`src/rtl/calc_pkg.sv`:
```
// Shared definitions for the stack calculator: command codes, engine FSM states
// and default datapath sizing.
package calc_pkg;

  localparam int DEF_WIDTH = 8;
  localparam int DEF_DEPTH = 16;

  localparam logic [3:0] CMD_IDLE = 4'd0;
  localparam logic [3:0] CMD_PSH  = 4'd1;
  localparam logic [3:0] CMD_POP  = 4'd2;
  localparam logic [3:0] CMD_ADD  = 4'd3;
  localparam logic [3:0] CMD_SUB  = 4'd4;
  localparam logic [3:0] CMD_TOP  = 4'd5;
  localparam logic [3:0] CMD_RST  = 4'd6;
  localparam logic [3:0] CMD_INC  = 4'd7;
  localparam logic [3:0] CMD_DEC  = 4'd8;

  typedef enum logic [2:0] {
    IDLE,
    PSH_WR,
    RD_B,
    RD_A,
    ALU_WR,
    REFRESH
  } state_e;

endpackage

```
`src/rtl/stack_engine_if.sv`:
```
// Command/display bundle between the button-decode stage, the stack engine
// and the seven-segment/LED stage.
interface stack_engine_if #(
  parameter int WIDTH = 8,
  parameter int AW    = 4
);
  logic [3:0]       iCmd;
  logic [WIDTH-1:0] iData;
  logic [WIDTH-1:0] oDisp;
  logic [AW-1:0]    oDispAddr;
  logic [AW:0]      oCount;
  logic             oEmpty;
  logic             oFull;
  logic             oBusy;
  logic             oErr;

  modport master (
    output iCmd, iData,
    input  oDisp, oDispAddr, oCount, oEmpty, oFull, oBusy, oErr
  );

  modport slave (
    input  iCmd, iData,
    output oDisp, oDispAddr, oCount, oEmpty, oFull, oBusy, oErr
  );
endinterface

```
`src/rtl/stack_ram.sv`:
```
// Single-port stack RAM with synchronous write and registered read. One address
// port feeds two capture registers: the display latch and the ALU operand latch.
module stack_ram #(
  parameter int WIDTH = 8,
  parameter int DEPTH = 16,
  parameter int AW    = 4
) (
  input  logic             clk_i,
  input  logic             rst_i,
  input  logic             we_i,
  input  logic [AW-1:0]    addr_i,
  input  logic [WIDTH-1:0] wdata_i,
  input  logic             disp_en_i,
  input  logic             opnd_en_i,
  output logic [WIDTH-1:0] disp_o,
  output logic [WIDTH-1:0] opnd_o
);

  logic [WIDTH-1:0] mem_q [DEPTH];
  logic [WIDTH-1:0] disp_q;
  logic [WIDTH-1:0] opnd_q;

  always_ff @(posedge clk_i) begin
    if (we_i) begin
      mem_q[addr_i] <= wdata_i;
    end
  end

  // Display latch holds its value between refreshes so operand reads never leak out.
  always_ff @(posedge clk_i) begin
    if (rst_i) begin
      disp_q <= '0;
    end else if (disp_en_i) begin
      disp_q <= mem_q[addr_i];
    end
  end

  always_ff @(posedge clk_i) begin
    if (opnd_en_i) begin
      opnd_q <= mem_q[addr_i];
    end
  end

  assign disp_o = disp_q;
  assign opnd_o = opnd_q;

endmodule

```
`src/rtl/stack_engine.sv`:
```
// Stack calculator command consumer: executes push/pop/add/sub/top/reset/inc/dec
// against a RAM-backed stack and drives display value, address and status flags.
module stack_engine
  import calc_pkg::*;
#(
  parameter int WIDTH = DEF_WIDTH,
  parameter int DEPTH = DEF_DEPTH,
  parameter int AW    = $clog2(DEPTH)
) (
  input  logic          iClk,
  input  logic          iRst,
  stack_engine_if.slave bus
);

  localparam logic [AW:0] CNT_ONE  = (AW+1)'(1);
  localparam logic [AW:0] CNT_TWO  = (AW+1)'(2);
  localparam logic [AW:0] CNT_FULL = (AW+1)'(DEPTH);

  state_e           state_q;
  logic [AW:0]      cnt_q;
  logic [AW-1:0]    dar_q;
  logic             err_q;
  logic [WIDTH-1:0] opnd_q;
  logic             sub_q;

  logic [AW-1:0]    cnt_lo, top_addr, below_addr;
  logic             full, empty, two_plus;

  logic             ram_we, disp_en, opnd_en;
  logic [AW-1:0]    ram_addr;
  logic [WIDTH-1:0] ram_wdata, ram_disp, ram_opnd;

  function automatic logic [WIDTH-1:0] alu_result(input logic [WIDTH-1:0] a,
                                                  input logic [WIDTH-1:0] b,
                                                  input logic             sub);
    return sub ? (a - b) : (a + b);
  endfunction

  // With cnt == DEPTH the low bits wrap to 0, so cnt_lo - 1 still names the top slot.
  assign cnt_lo     = cnt_q[AW-1:0];
  assign top_addr   = cnt_lo - AW'(1);
  assign below_addr = cnt_lo - AW'(2);
  assign full       = (cnt_q == CNT_FULL);
  assign empty      = (cnt_q == '0);
  assign two_plus   = (cnt_q >= CNT_TWO);

  always_ff @(posedge iClk) begin
    if (iRst) begin
      state_q <= IDLE;
      cnt_q   <= '0;
      dar_q   <= '0;
      err_q   <= 1'b0;
    end else begin
      err_q <= 1'b0;
      unique case (state_q)
        IDLE: begin
          case (bus.iCmd)
            CMD_PSH: begin
              if (full) err_q <= 1'b1;
              else      state_q <= PSH_WR;
            end
            CMD_POP: begin
              if (empty) begin
                err_q <= 1'b1;
              end else begin
                cnt_q   <= cnt_q - CNT_ONE;
                dar_q   <= two_plus ? below_addr : '0;
                state_q <= REFRESH;
              end
            end
            CMD_ADD, CMD_SUB: begin
              if (!two_plus) err_q <= 1'b1;
              else           state_q <= RD_B;
            end
            CMD_TOP: begin
              dar_q   <= empty ? '0 : top_addr;
              state_q <= REFRESH;
            end
            CMD_RST: begin
              cnt_q   <= '0;
              dar_q   <= '0;
              state_q <= REFRESH;
            end
            CMD_INC: begin
              dar_q   <= dar_q + AW'(1);
              state_q <= REFRESH;
            end
            CMD_DEC: begin
              dar_q   <= dar_q - AW'(1);
              state_q <= REFRESH;
            end
            default: ;
          endcase
        end
        PSH_WR: begin
          cnt_q   <= cnt_q + CNT_ONE;
          dar_q   <= cnt_lo;
          state_q <= REFRESH;
        end
        RD_B:    state_q <= RD_A;
        RD_A:    state_q <= ALU_WR;
        ALU_WR: begin
          cnt_q   <= cnt_q - CNT_ONE;
          dar_q   <= below_addr;
          state_q <= REFRESH;
        end
        REFRESH: state_q <= IDLE;
        default: state_q <= IDLE;
      endcase
    end
  end

  // Operand register: push value in IDLE, then reused to hold B while A is read.
  always_ff @(posedge iClk) begin
    if (state_q == IDLE) begin
      opnd_q <= bus.iData;
      sub_q  <= (bus.iCmd == CMD_SUB);
    end else if (state_q == RD_A) begin
      opnd_q <= ram_opnd;
    end
  end

  always_comb begin
    ram_addr  = dar_q;
    ram_we    = 1'b0;
    ram_wdata = opnd_q;
    disp_en   = 1'b0;
    opnd_en   = 1'b0;
    unique case (state_q)
      PSH_WR: begin
        ram_addr = cnt_lo;
        ram_we   = !iRst;
      end
      RD_B: begin
        ram_addr = top_addr;
        opnd_en  = 1'b1;
      end
      RD_A: begin
        ram_addr = below_addr;
        opnd_en  = 1'b1;
      end
      ALU_WR: begin
        ram_addr  = below_addr;
        ram_we    = !iRst;
        ram_wdata = alu_result(ram_opnd, opnd_q, sub_q);
      end
      REFRESH: disp_en = 1'b1;
      default: ;
    endcase
  end

  stack_ram #(
    .WIDTH(WIDTH),
    .DEPTH(DEPTH),
    .AW   (AW)
  ) u_ram (
    .clk_i    (iClk),
    .rst_i    (iRst),
    .we_i     (ram_we),
    .addr_i   (ram_addr),
    .wdata_i  (ram_wdata),
    .disp_en_i(disp_en),
    .opnd_en_i(opnd_en),
    .disp_o   (ram_disp),
    .opnd_o   (ram_opnd)
  );

  assign bus.oDisp     = ram_disp;
  assign bus.oDispAddr = dar_q;
  assign bus.oCount    = cnt_q;
  assign bus.oEmpty    = empty;
  assign bus.oFull     = full;
  assign bus.oBusy     = (state_q != IDLE);
  assign bus.oErr      = err_q;

endmodule

```
`src/flat_wrapper.sv`:
```
// flat-port wrapper written by rule: the top's interface ports become plain ports
module stack_engine_flat import calc_pkg::*;
#(
  parameter int WIDTH = DEF_WIDTH,
  parameter int DEPTH = DEF_DEPTH,
  parameter int AW    = $clog2(DEPTH)
)
  (iClk, iRst, bus_iCmd, bus_iData, bus_oDisp, bus_oDispAddr, bus_oCount, bus_oEmpty, bus_oFull, bus_oBusy, bus_oErr);
  stack_engine_if #(.WIDTH(WIDTH), .AW(AW)) bus_i ();
  input  logic iClk;
  input  logic iRst;
  input wire logic [$bits(bus_i.iCmd)-1:0] bus_iCmd;
  input wire logic [$bits(bus_i.iData)-1:0] bus_iData;
  output wire logic [$bits(bus_i.oDisp)-1:0] bus_oDisp;
  output wire logic [$bits(bus_i.oDispAddr)-1:0] bus_oDispAddr;
  output wire logic [$bits(bus_i.oCount)-1:0] bus_oCount;
  output wire logic [$bits(bus_i.oEmpty)-1:0] bus_oEmpty;
  output wire logic [$bits(bus_i.oFull)-1:0] bus_oFull;
  output wire logic [$bits(bus_i.oBusy)-1:0] bus_oBusy;
  output wire logic [$bits(bus_i.oErr)-1:0] bus_oErr;
  assign bus_i.iCmd = bus_iCmd;
  assign bus_i.iData = bus_iData;
  assign bus_oDisp = bus_i.oDisp;
  assign bus_oDispAddr = bus_i.oDispAddr;
  assign bus_oCount = bus_i.oCount;
  assign bus_oEmpty = bus_i.oEmpty;
  assign bus_oFull = bus_i.oFull;
  assign bus_oBusy = bus_i.oBusy;
  assign bus_oErr = bus_i.oErr;
  stack_engine #(.WIDTH(WIDTH), .DEPTH(DEPTH), .AW(AW)) u_core (.iClk(iClk), .iRst(iRst), .bus(bus_i));
endmodule
```
`config.mk`:
```
export PLATFORM = sky130hd
export DESIGN_NAME = stack_engine_flat
export DESIGN_NICKNAME = d
export VERILOG_FILES = /design/src/rtl/calc_pkg.sv /design/src/rtl/stack_engine_if.sv /design/src/rtl/stack_ram.sv /design/src/rtl/stack_engine.sv /design/src/flat_wrapper.sv
export SDC_FILE = /design/constraint.sdc
export NUM_CORES = 1
export LEC_CHECK = 0
export CAP_MARGIN = 20
export CORE_ASPECT_RATIO = 0.9
export CORE_MARGIN = 8
export CORE_UTILIZATION = 50
export DETAILED_ROUTE_END_ITERATION = 6
export GPL_ROUTABILITY_DRIVEN = 0
export PLACE_DENSITY = 0.68
export SLEW_MARGIN = 20
export SYNTH_ARGS = -nofsm -noshare
export SYNTH_HDL_FRONTEND = slang
export SYNTH_SLANG_ARGS = --single-unit
```
`constraint.sdc`:
```
create_clock -name iClk -period 5.3 [get_ports iClk]
set_clock_uncertainty 0.1 [all_clocks]
set_input_delay 0.53 -clock iClk [delete_from_list [all_inputs] [get_ports iClk]]
set_output_delay 0.53 -clock iClk [all_outputs]
set_load 0.005 [all_outputs]
```
==> flow_summary.yaml <==
power_and_ir_drop:
  pwr_density_cell_mw_per_mm2: 598
  post-layout-total-power_mw: 5.51
  p_leak_nw: 3.29
  ir_worst_vdd_v: 0.000303
global_routing:
  grt_use_total: 0.191
  grt_start_max_net_pins: 35
  via_count_of_the_first_global_routing_pass: 5236
  number_of_antenna_violations_at_the_first_check_in_global_routing: 0
  grt_pass1_wl_um: 29700
  grt_overflow: 0
clock_tree:
  clock_tree.htree_level_count: 4
  cts.hold.buffers_added: 0
  post_cts_buffers: 0
  clkSlewWorstSetupHoldPaths_ps: 60
  post_cts_resize_count: 0
  clock_tree_from_tritoncts: "done"
  cts_max_path_buffers: 2
  cts_root_buf: "sky130_fd_sc_hd__clkbuf_16"
  numClockSinks: 166
  clk_latency_ps: 420
  numCtsBuffers: 17
logic_synthesis:
  synth_area_mm2: 0.00811
  post-synth-top-area-cell: "sky130_fd_sc_hd__edfxtp_1"
  synthTopCellsByCount: "145 x sky130_fd_sc_hd__edfxtp_1, 62 x sky130_fd_sc_hd__mux2i_1, 58 x sky130_fd_sc_hd__nand2_1"
  synthesis.area_per_instance_um2: 12.6
  edff_count_synth: 145
  async_flop_share: 0
  postSynthCellCount: 644
  yosys_most_used_dff: "sky130_fd_sc_hd__edfxtp_1"
  synth_most_common_cell: "sky130_fd_sc_hd__edfxtp_1"
  synth.area.top_cells: "sky130_fd_sc_hd__edfxtp_1 54%, sky130_fd_sc_hd__mux2i_1 7.6%, sky130_fd_sc_hd__dfxtp_1 5.2%"
  synth_top_cell_area_share: 0.537
  synth-seq-cells: 166
  synth_seq_area_share: 0.589
  syn-num-nets: 675
  yosys_warnings: 0
  post_synth_num_cell_types: 72
sta:
  hold-worst-slack_ps: 478
  worst_slew_pin_slew_ps: 975
  grt_setup_unrepaired: "no"
  layout_min_cycle_time_ps: 4090
  totalNegativeSetupSlack_ps: 0
  layout_worst_path_cycle_share: 0.771
  finalMaxSlewViolations: 0
  max_freq_ghz: 0.245
  worst_slew_margin_rel: 0.347
  final_hold_viol_count: 0
  setup_viol: 0
finish:
  layoutNonFillerInstCount: 894
  final_net_count: 706
  number_of_antenna_diodes: 0
  share_of_layout_cells_above_drive_strength_1: 0.102
  fin_area_mm2: 0.00921
  layout-area-overhead-vs-synth_pct: 13.5
hold_path:
  hold_path_class: "reg -> reg"
placement:
  place_hpwl_um: 12900
  detailed_place.area_mm2: 0.00865
  placedCellCount: 863
  io_buffers: 34
flow_run:
  maxCapViolations: 0
routing:
  via_count: 5375
  drt-wirelength-per-cell_um: 21.3
  ant_nets: 0
  post-route-drc-count: 0
  wirelength_um: 19000
  route.detailed.vias_per_inst: 6.01
  dr.pass1.iters: 5
  drt_iter0_drc: 508
floorplanning:
  fp.dieW_um: 150
  top_level_ports: 35
  dieArea_mm2: 0.0206
  starting_density_of_the_core: 0.506
  row_count: 44
  die_h_um: 137
  coreArea_mm2: 0.0160
worst_setup_path:
  worst-setup-path-type: "reg -> reg"
  worst-path-max-fanout: 34
  timing.critical_path.required_ps: 5250
  crit_path_start_kind: "register"
  end_kind: "register"
  arrival_ps: 4040
run_status:
  status: "finished, final reports clean"
report_power, final:
part | switching [mW] | internal (mW)
Combinational | 1.42 | 0.967
Sequential | 0.155 | 1.78
Clock | 0.492 | 0.693
Total | 2.07 | 3.44
metrics by stage:
stage / setup slack [ps] / util
global placement: 1480 / 0.540
global route: 897 / 0.575
detailed placement: 1230 / 0.540
CTS: 1200 / 0.575
finish: 1210 / 0.575
floorplan: 2140 / -
worst max-delay path: stages, from the launching register on:
cell	delay, ps
sky130_fd_sc_hd__dfxtp_1	480
sky130_fd_sc_hd__inv_1	220
sky130_fd_sc_hd__ha_1	400
sky130_fd_sc_hd__nor4b_1	100
sky130_fd_sc_hd__nor4_4	420
sky130_fd_sc_hd__nand2_4	360
sky130_fd_sc_hd__nor2_1	650
sky130_fd_sc_hd__nand2_1	330
sky130_fd_sc_hd__nor2_1	640
metal layers:
metal	GRT usage	part of all wire
met1	0.252	0.43
met2	0.310	0.47
met3	0.0450	0.080
met4	0.0538	0.019
met5	0	0
area by class of cell:
type / instances / area (um^2)
clock buffer: 20 / 437
clock inverter: 11 / 124
fill: 1288 / 6810
inverter: 19 / 71.3
multi-input combinational: 428 / 3140
sequential: 166 / 4770
tap: 207 / 259
timing repair buffer: 43 / 408
final timing paths:
check / start / end / slack, ps / cells after the start
setup reg to reg: u_core.bus.oCount[1]$_SDFFE_PP0P_ / u_core.u_ram.mem_q[13][1]$_DFFE_PP_ / 1210 / 8
hold / removal: u_core.bus.oDispAddr[2]$_SDFFE_PP0P_ / u_core.bus.oDispAddr[2]$_SDFFE_PP0P_ / 480 / 2
setup / recovery: u_core.bus.oCount[1]$_SDFFE_PP0P_ / u_core.u_ram.mem_q[13][1]$_DFFE_PP_ / 1210 / 8
hold reg to reg: u_core.bus.oDispAddr[2]$_SDFFE_PP0P_ / u_core.bus.oDispAddr[2]$_SDFFE_PP0P_ / 480 / 2
registers in the layout, indices dropped and copies added (netlist names):
register,count
u_core.u_ram.disp_o,8
u_core.opnd_q,8
u_core.bus.oErr,1
u_core.u_ram.opnd_o,8
u_core.bus.oCount,5
u_core.state_q,3
u_core.u_ram.mem_q,128
u_core.sub_q,1
u_core.bus.oDispAddr,4
kinds of logic after synthesis:
kind of cell | count (synthesis) | synth area share
and+or+nand+nor | 182 | 0.112
DFF | 166 | 0.589
AOI/OAI and AO/OA | 114 | 0.101
muxes | 92 | 0.120
buffers and inverters | 50 | 0.0275
xor gates and xnor gates | 23 | 0.0248
adders and majority gates | 17 | 0.0271
cell usage in the layout, fill, tap and decap left out, types with 14 or more instances in the layout:
cell type and count:
sky130_fd_sc_hd__a21oi_1 21, sky130_fd_sc_hd__clkbuf_16 17, sky130_fd_sc_hd__clkdlybuf4s50_1 34, sky130_fd_sc_hd__dfxtp_1 21, sky130_fd_sc_hd__edfxtp_1 145, sky130_fd_sc_hd__ha_1 16
sky130_fd_sc_hd__inv_1 18, sky130_fd_sc_hd__mux2_2 22, sky130_fd_sc_hd__mux2i_1 62, sky130_fd_sc_hd__nand2_1 58, sky130_fd_sc_hd__nor2_1 50, sky130_fd_sc_hd__nor3_1 14
sky130_fd_sc_hd__o21ai_0 17, sky130_fd_sc_hd__xnor2_1 17
Note: power is estimated with default switching activity, not from simulation.
